### src/rtl/lsu_pkg.sv
// Shared definitions for the load/store unit: funct3 size codes, FSM states
// and small decode helpers for access size and alignment.
package lsu_pkg;

  localparam logic [2:0] LDST_B  = 3'd0;
  localparam logic [2:0] LDST_H  = 3'd1;
  localparam logic [2:0] LDST_W  = 3'd2;
  localparam logic [2:0] LDST_BU = 3'd4;
  localparam logic [2:0] LDST_HU = 3'd5;

  typedef enum logic [1:0] {
    IDLE = 2'd0,
    WAIT = 2'd1,
    DONE = 2'd2
  } lsu_state_e;

  function automatic logic is_byte(input logic [2:0] size);
    return (size == LDST_B) || (size == LDST_BU);
  endfunction

  function automatic logic is_half(input logic [2:0] size);
    return (size == LDST_H) || (size == LDST_HU);
  endfunction

  // Codes 3, 6 and 7 fall through to word accesses.
  function automatic logic is_misaligned(input logic [2:0] size, input logic [1:0] off);
    if (is_byte(size)) begin
      return 1'b0;
    end else if (is_half(size)) begin
      return off[0];
    end else begin
      return (off != 2'b00);
    end
  endfunction

endpackage

### src/rtl/lsu_if.sv
// Core-side and memory-side signal bundle of the load/store unit.
// slave is the LSU view; master is the view of the core plus memory environment.
interface lsu_if;
  logic        core_req_i;
  logic        core_we_i;
  logic [2:0]  core_size_i;
  logic [31:0] core_addr_i;
  logic [31:0] core_wd_i;
  logic [31:0] core_rd_o;
  logic        core_stall_o;
  logic        mem_req_o;
  logic        mem_we_o;
  logic [3:0]  mem_be_o;
  logic [31:0] mem_addr_o;
  logic [31:0] mem_wd_o;
  logic [31:0] mem_rd_i;
  logic        mem_ready_i;

  modport slave (
    input  core_req_i, core_we_i, core_size_i, core_addr_i, core_wd_i,
    output core_rd_o, core_stall_o,
    output mem_req_o, mem_we_o, mem_be_o, mem_addr_o, mem_wd_o,
    input  mem_rd_i, mem_ready_i
  );

  modport master (
    output core_req_i, core_we_i, core_size_i, core_addr_i, core_wd_i,
    input  core_rd_o, core_stall_o,
    input  mem_req_o, mem_we_o, mem_be_o, mem_addr_o, mem_wd_o,
    output mem_rd_i, mem_ready_i
  );
endinterface

### src/rtl/lsu_load_extend.sv
// Combinational load data reduction: picks byte/half/word from a memory word
// at the given byte offset and sign- or zero-extends it.
module lsu_load_extend
  import lsu_pkg::*;
(
  input  logic [31:0] i_word,
  input  logic [1:0]  i_off,
  input  logic [2:0]  i_size,
  output logic [31:0] o_data
);

  logic [7:0]  w_byte;
  logic [15:0] w_half;

  assign w_byte = i_word[{i_off, 3'b000} +: 8];
  assign w_half = i_off[1] ? i_word[31:16] : i_word[15:0];

  // Extension selected by funct3 size code.
  always_comb begin
    o_data = i_word;
    case (i_size)
      LDST_B:  o_data = {{24{w_byte[7]}}, w_byte};
      LDST_BU: o_data = {24'd0, w_byte};
      LDST_H:  o_data = {{16{w_half[15]}}, w_half};
      LDST_HU: o_data = {16'd0, w_half};
      LDST_W:  o_data = i_word;
      default: o_data = i_word;
    endcase
  end

endmodule

### src/rtl/load_store_unit.sv
// Single-outstanding load/store unit with IDLE/WAIT/DONE handshake FSM.
// Optional build macro LSU_MISALIGN_CHECK_EN traps misaligned half/word accesses.
module load_store_unit
  import lsu_pkg::*;
(
  input  logic   clk_i,
  input  logic   rst_i,
  lsu_if.slave   bus,
  output logic   misaligned_o
);

  lsu_state_e  r_state;
  lsu_state_e  w_next;
  logic [31:0] r_word;
  logic [1:0]  r_off;
  logic        r_mis;
  logic        w_mem_req;
  logic        w_stall;
  logic        w_mis;
  logic [31:0] w_ext;

`ifdef LSU_MISALIGN_CHECK_EN
  assign w_mis = is_misaligned(bus.core_size_i, bus.core_addr_i[1:0]);
`else
  assign w_mis = 1'b0;
`endif

  // Next-state and handshake decode.
  always_comb begin
    w_next    = r_state;
    w_mem_req = 1'b0;
    w_stall   = 1'b0;
    case (r_state)
      IDLE: begin
        if (bus.core_req_i) begin
          w_stall = 1'b1;
          if (w_mis) begin
            w_next = DONE;
          end else begin
            w_mem_req = 1'b1;
            w_next    = bus.mem_ready_i ? DONE : WAIT;
          end
        end else begin
          w_next = IDLE;
        end
      end
      WAIT: begin
        w_mem_req = 1'b1;
        w_stall   = 1'b1;
        w_next    = bus.mem_ready_i ? DONE : WAIT;
      end
      DONE:    w_next = IDLE;
      default: w_next = IDLE;
    endcase
  end

  // FSM state register.
  always_ff @(posedge clk_i) begin
    if (rst_i) begin
      r_state <= IDLE;
    end else begin
      r_state <= w_next;
    end
  end

  // Capture read word and byte offset on the completing memory cycle.
  always_ff @(posedge clk_i) begin
    if (rst_i) begin
      r_word <= 32'd0;
      r_off  <= 2'd0;
      r_mis  <= 1'b0;
    end else begin
      if (w_mem_req && bus.mem_ready_i) begin
        r_word <= bus.mem_rd_i;
        r_off  <= bus.core_addr_i[1:0];
      end
      r_mis <= (r_state == IDLE) && bus.core_req_i && w_mis;
    end
  end

  // Store byte lanes and replicated write data.
  always_comb begin
    bus.mem_be_o = 4'b1111;
    bus.mem_wd_o = bus.core_wd_i;
    if (is_byte(bus.core_size_i)) begin
      bus.mem_wd_o = {4{bus.core_wd_i[7:0]}};
      bus.mem_be_o = bus.core_we_i ? (4'b0001 << bus.core_addr_i[1:0]) : 4'b1111;
    end else if (is_half(bus.core_size_i)) begin
      bus.mem_wd_o = {2{bus.core_wd_i[15:0]}};
      bus.mem_be_o = bus.core_we_i ? (bus.core_addr_i[1] ? 4'b1100 : 4'b0011) : 4'b1111;
    end else begin
      bus.mem_wd_o = bus.core_wd_i;
      bus.mem_be_o = 4'b1111;
    end
  end

  lsu_load_extend u_load_extend (
    .i_word (r_word),
    .i_off  (r_off),
    .i_size (bus.core_size_i),
    .o_data (w_ext)
  );

  assign bus.mem_req_o    = w_mem_req & ~rst_i;
  assign bus.core_stall_o = w_stall & ~rst_i;
  assign bus.mem_we_o     = bus.core_we_i & w_mem_req & ~rst_i;
  assign bus.mem_addr_o   = {bus.core_addr_i[31:2], 2'b00};
  assign bus.core_rd_o    = ((r_state == DONE) && !bus.core_we_i && !r_mis && !rst_i) ? w_ext : 32'd0;
  assign misaligned_o     = (r_state == DONE) && r_mis && !rst_i;

endmodule

### src/flat_wrapper.sv
// flat-port wrapper written by rule: the top's interface ports become plain ports
module load_store_unit_flat import lsu_pkg::*;
  (clk_i, rst_i, misaligned_o, bus_core_req_i, bus_core_we_i, bus_core_size_i, bus_core_addr_i, bus_core_wd_i, bus_core_rd_o, bus_core_stall_o, bus_mem_req_o, bus_mem_we_o, bus_mem_be_o, bus_mem_addr_o, bus_mem_wd_o, bus_mem_rd_i, bus_mem_ready_i);
  lsu_if bus_i ();
  input  logic clk_i;
  input  logic rst_i;
  output logic misaligned_o;
  input wire logic [$bits(bus_i.core_req_i)-1:0] bus_core_req_i;
  input wire logic [$bits(bus_i.core_we_i)-1:0] bus_core_we_i;
  input wire logic [$bits(bus_i.core_size_i)-1:0] bus_core_size_i;
  input wire logic [$bits(bus_i.core_addr_i)-1:0] bus_core_addr_i;
  input wire logic [$bits(bus_i.core_wd_i)-1:0] bus_core_wd_i;
  output wire logic [$bits(bus_i.core_rd_o)-1:0] bus_core_rd_o;
  output wire logic [$bits(bus_i.core_stall_o)-1:0] bus_core_stall_o;
  output wire logic [$bits(bus_i.mem_req_o)-1:0] bus_mem_req_o;
  output wire logic [$bits(bus_i.mem_we_o)-1:0] bus_mem_we_o;
  output wire logic [$bits(bus_i.mem_be_o)-1:0] bus_mem_be_o;
  output wire logic [$bits(bus_i.mem_addr_o)-1:0] bus_mem_addr_o;
  output wire logic [$bits(bus_i.mem_wd_o)-1:0] bus_mem_wd_o;
  input wire logic [$bits(bus_i.mem_rd_i)-1:0] bus_mem_rd_i;
  input wire logic [$bits(bus_i.mem_ready_i)-1:0] bus_mem_ready_i;
  assign bus_i.core_req_i = bus_core_req_i;
  assign bus_i.core_we_i = bus_core_we_i;
  assign bus_i.core_size_i = bus_core_size_i;
  assign bus_i.core_addr_i = bus_core_addr_i;
  assign bus_i.core_wd_i = bus_core_wd_i;
  assign bus_core_rd_o = bus_i.core_rd_o;
  assign bus_core_stall_o = bus_i.core_stall_o;
  assign bus_mem_req_o = bus_i.mem_req_o;
  assign bus_mem_we_o = bus_i.mem_we_o;
  assign bus_mem_be_o = bus_i.mem_be_o;
  assign bus_mem_addr_o = bus_i.mem_addr_o;
  assign bus_mem_wd_o = bus_i.mem_wd_o;
  assign bus_i.mem_rd_i = bus_mem_rd_i;
  assign bus_i.mem_ready_i = bus_mem_ready_i;
  load_store_unit u_core (.clk_i(clk_i), .rst_i(rst_i), .bus(bus_i), .misaligned_o(misaligned_o));
endmodule
### config.mk
export PLATFORM = sky130hd
export DESIGN_NAME = load_store_unit_flat
export DESIGN_NICKNAME = d
export VERILOG_FILES = /design/src/rtl/lsu_pkg.sv /design/src/rtl/lsu_if.sv /design/src/rtl/lsu_load_extend.sv /design/src/rtl/load_store_unit.sv /design/src/flat_wrapper.sv
export SDC_FILE = /design/constraint.sdc
export NUM_CORES = 1
export LEC_CHECK = 0
export ABC_AREA = 1
export ABC_CLOCK_PERIOD_IN_PS = 2500
export BUFFER_PORTS_ARGS = -buffer_cell sky130_fd_sc_hd__buf_2
export CAP_MARGIN = 10
export CELL_PAD_IN_SITES_DETAIL_PLACEMENT = 0
export CELL_PAD_IN_SITES_GLOBAL_PLACEMENT = 2
export CORE_MARGIN = 4
export CORE_UTILIZATION = 21
export DETAILED_ROUTE_END_ITERATION = 10
export PLACE_DENSITY_LB_ADDON = 0.3
export REMOVE_ABC_BUFFERS = 1
export SLEW_MARGIN = 15
export SYNTH_ARGS = -nofsm -noshare
export SYNTH_HDL_FRONTEND = slang
export SYNTH_SLANG_ARGS = --single-unit
### constraint.sdc
create_clock -name clk_i -period 2.5 [get_ports clk_i]
set_input_delay 0.125 -clock clk_i [delete_from_list [all_inputs] [get_ports clk_i]]
set_output_delay 0.125 -clock clk_i [all_outputs]
set_load 0.005 [all_outputs]
# ---- Word-level counts from Yosys, hierarchy flattened
# Cells that the tools add are included.
dict set report totals {
  regBits 36
  in_bits 104
  output_inout_bits 104
  elab_cells 38
}
dict set report op_classes {
  muxes 15
  bitwise_logic 4
  n_eq_ne 5
  reduce_logical 9
  shift 2
}
# op count
set ops {}
lappend ops {{$pmux W32 S4} 1}
lappend ops {{$mux W32} 3}
lappend ops {{$shiftx A32 B6 Y8} 1}
lappend ops {{$mux W4} 5}
lappend ops {{$mux W16} 1}
lappend ops {{$eq A3 B3 Y1 const B} 2}
lappend ops {{$mux W2} 2}
lappend ops {{$pmux W2 S2} 1}
lappend ops {{$shl A1 B2 Y4 const A} 1}
lappend ops {{$and A1 B1 Y1} 3}
lappend ops {{$eq A3 B1 Y1 const B} 1}
lappend ops {{$logic_and A1 B1 Y1} 3}
lappend ops {{$logic_not A3 Y1} 1}
lappend ops {{$eq A2 B1 Y1 const B} 1}
lappend ops {{$eq A2 B2 Y1 const B} 1}
lappend ops {{$logic_not A1 Y1} 2}
lappend ops {{$logic_not A2 Y1} 1}
lappend ops {{$logic_or A1 B1 Y1} 2}
lappend ops {{$pmux W1 S2} 1}
lappend ops {{$mux W1} 1}
lappend ops {{$not A1 Y1} 1}

# ---- Longest topological paths before layout
dict set report logic_depth {
  depth_word 4
  ltp_mapped 8
  depth_no_buf 6
}

# ---- By module
# From an unflattened synthesis, not the netlist that was laid out.
dict set report hier_totals {
  cells_unflattened 598
  area_unflattened_um2 3498.4
}
# module n_inst cells_per_inst seq_area_each_um2 area_per_inst_um2
set modules_own_cells {}
lappend modules_own_cells {load_store_unit 1 439 720.7 2686.3}
lappend modules_own_cells {lsu_load_extend 1 159 0.0 812.0}

# ---- Least setup slack after synthesis
# No wires, ideal clock.
dict set report synth_timing {
  path_type {flip-flop to output port}
  start {reg u_core.r_off[1]}
  end {out bus_core_rd_o[21]}
  n_path_buf 2
  path_stages_with_launch 9
  t_required_ns 2.375
  arrival_time_ns 1.101
  path_slack_ns 1.274
  cell_sequence {dfxtp_1 > buf_4 > inv_2 > nand2_2 > nand2_2 > nor2_4 > nor2_4 > buf_4 > a21oi_2}
}
dict set report synth_between {
  elab_chain_len 3
  elab_cells_between_ends 4
  cone_classes {1 x shift; 3 x mux}
}
# item line_no
set synth_lines {}
lappend synth_lines {{start, declared} load_store_unit.sv:15} ;# logic [1:0] r_off;
lappend synth_lines {{start signal, assigned} load_store_unit.sv:75} ;# r_off <= bus.core_addr_i[1:0];
lappend synth_lines {{$shiftx A32 B6 Y8 / $mux W16 (equally long branches)} {lsu_load_extend.sv:15, lsu_load_extend.sv:16}}
lappend synth_lines {{$pmux W32 S4 *} lsu_load_extend.sv:21} ;# case (i_size)
lappend synth_lines {{$mux W32 *} load_store_unit.sv:108} ;# assign bus.core_rd_o = ((r_state == DONE) && !bus.core_we_i && !r_mis && !rst_i) ? w_ext : 32'd0;
lappend synth_lines {{end, declared} flat_wrapper.sv:13} ;# output wire logic [$bits(bus_i.core_rd_o)-1:0] bus_core_rd_o;
# Every way passes the cells marked *; elsewhere a longest branch is shown, timed or not.

# ---- Final worst setup path
dict set report layout_timing {
  start {reg u_core.r_off[1]}
  end {out bus_core_rd_o[31]}
}
# The elaborated chain is that of the path after synthesis.

==> summary.txt <==
kind of critical path -> flip-flop to output port
Area after DPL -> 3420 µm²
Clock Skews -> 5.33 ps
period utilization -> 85.8%
first-pass GRT wire length -> 18500 µm
Lkg Pwr -> 1.67 nW
num ports -> 208
post-synth top area cell -> dfxtp_1
run status -> finished, final reports clean
crit path from -> u_core.r_off[1]$_SDFFE_PP0P_
crit-path max cell delay -> 510 ps
CTS root buf -> clkbuf_16
Setup violations, final -> 0
synth unique cells -> 23
cell count after placement -> 718
Setup Fix Bufs, Post-CTS -> 0
Placer Congestion -> 0.897
Final Hold Vio Count -> 0
cells after synthesis -> 459
Layout Utilization -> 26.9%
TritonRoute pass-1 iters -> 4
Slew Viols, Final -> 0
crit path max fanout -> 16
DRC Markers -> 0
total CTS buffers -> 5
hold bufs inserted after CTS -> 0
fin area -> 3590 µm²
peak supply drop -> 256 µV
core area -> 13300 µm²
largest cells by area after synthesis -> dfxtp_1 25%, nand2_1 19%, buf_4 13%, a21oi_1 9.7%, o211ai_1 8.1%
register area share after synthesis -> 25.0%
Max-slew headroom -> 56.1%
vias in the first global route -> 3375
CTS sink cnt -> 36
setup TNS -> 0 ps
fmax -> 466 MHz
antenna cells -> 0
Hold Path Class -> primary input to flip-flop
PwrDens -> 478 nW/µm²
1st-iter DRT viols -> 99
WP data required -> 2380 ps
antenna viol nets, final -> 0
most common cell after layout, fill and taps aside -> nand2_1
register bit total from synthesis -> 36
CTS clk-pin slew, worst paths -> 60 ps
Overflow after GRT -> 0
Crit. End Element -> output port
All-Layer GR Usage -> 14.8%
yosys warns -> 0
Die X -> 125 µm
Syn-to-layout area delta -> 24.4%
clk_lat worst skew -> 280 ps
Min Clock Period, post-route -> 2150 ps
CP top delay family -> simple AND/OR/NAND/NOR gates
drt total wl -> 12100 µm
port bufs -> 144
Critical Path Start Type -> flip-flop
fraction of layout cells with a size suffix above 1 -> 34.5%
worst slew pin tran -> 657 ps
most frequent cells in the layout -> 147 x nand2_1, 144 x buf_2, 56 x a21oi_1
worst path cell trace -> inv_2 -> nand2_2 -> nand2_2 -> nor2_4 -> nor2_4 -> a21oi_1 -> buf_2
initial antenna violation count -> 0
worst flop-to-flop path startpoint -> u_core.r_state[0]$_SDFF_PP0_
clock tree buffer depth -> 2
syn avg cell area -> 6.28 µm²
Resize count post-CTS -> 0
die area -> 15700 µm²
HP Start -> bus_mem_ready_i
nets@finish -> 653
Vias -> 3305
die height -> 125 µm
CP max-delay cell -> nor2_4
RSZ-0062 raised after global routing -> false
vias per cell -> 4.55
pin count of the biggest net entering global routing -> 42
hpwl dp -> 9370 µm
max cap viols -> 0
Bufs and invs on worst path -> 2
FP Rows -> 42
Initial Util -> 21.6%
critical path data arrival time -> 2020 ps
Mapped Area -> 2880 µm²
CTS H-tree depth -> 2
routed len/inst -> 16.6 µm
share of the synthesized area in the top cell type -> 25.0%
Finished Layout Cells -> 726
CTS tree -> done
area by class of cell:
class / instances / area, µm²
fill: 1561 / 9760
multi-input combinational: 321 / 1580
timing repair buffer: 152 / 781
sequential: 36 / 721
tap: 176 / 220
clock buffer: 6 / 129
inverter: 33 / 124
clock inverter: 2 / 35.0
where the power goes:
part	switching, mW	internal [mW]	total (mW)	leakage (nW)
registers	0.0253	0.604	0.630	0.294
clock network	0.239	0.469	0.708	0.0808
logic	0.232	0.143	0.375	1.30
total	0.496	1.22	1.71	1.67
synth_stat cells, drive strengths merged:
library cell / number
a21oi: 69
a31oi: 2
buf: 60
clkbuf: 11
conb: 1
dfxtp: 36
inv: 33
nand2: 150
nand3: 15
nor2: 29
nor3: 1
o211ai: 31
o21ai: 18
o31ai: 2
or2: 1
per-stage QoR:
stage / hold WS, ps / power (mW) / setup slack [ps]
after floorplan: 194 / 0.813 / 856
after global placement: 250 / 1.03 / 484
after detailed placement: 250 / 1.03 / 406
after CTS: 47.3 / 1.74 / 100
after global routing: 67.1 / 1.80 / 157
final: 49.1 / 1.71 / 354
worst paths after layout:
kind / cells after the start / end / slack [ps]
worst max-delay path: 7 / bus_core_rd_o[31] / 350
worst min register to register: 2 / u_core.r_word[2]$_SDFFE_PP0P_ / 460
worst max register to register: 5 / u_core.r_word[31]$_SDFFE_PP0P_ / 1060
worst min-delay path: 2 / u_core.r_state[0]$_SDFF_PP0_ / 50
worst reg2reg max path: cells and delay by family, from the launching register on:
kind	cells	cell delay, ps
buffers and inverters	1	450
flip-flops	1	370
AND/OR/NAND/NOR	3	410
AO/OA/AOI/OAI	1	150
state kept, by name, indices dropped and copies added (netlist names):
name	count
u_core.r_off	2
u_core.r_state	2
u_core.r_word	32
routing by layer:
metal	track usage [%]	wire, µm	vias to the layer above
met5	0	0	-
met4	3.38	189	0
met3	5.93	1230	12
met2	22.8	5160	186
met1	19.4	5480	1474
li1	-	-	1633
kinds of logic (layout without fill, tap and decap cells):
logic type | Yosys count | in the layout | share of synthesized area, %
AO/OA/AOI/OAI | 122 | 122 | 25.8
buffers and inverters | 104 | 193 | 20.7
other | 1 | 3 | 0.130
AND/OR/NAND/NOR | 196 | 196 | 28.3
flip-flops | 36 | 36 | 25.0
Power figures use the tool's default switching activity.
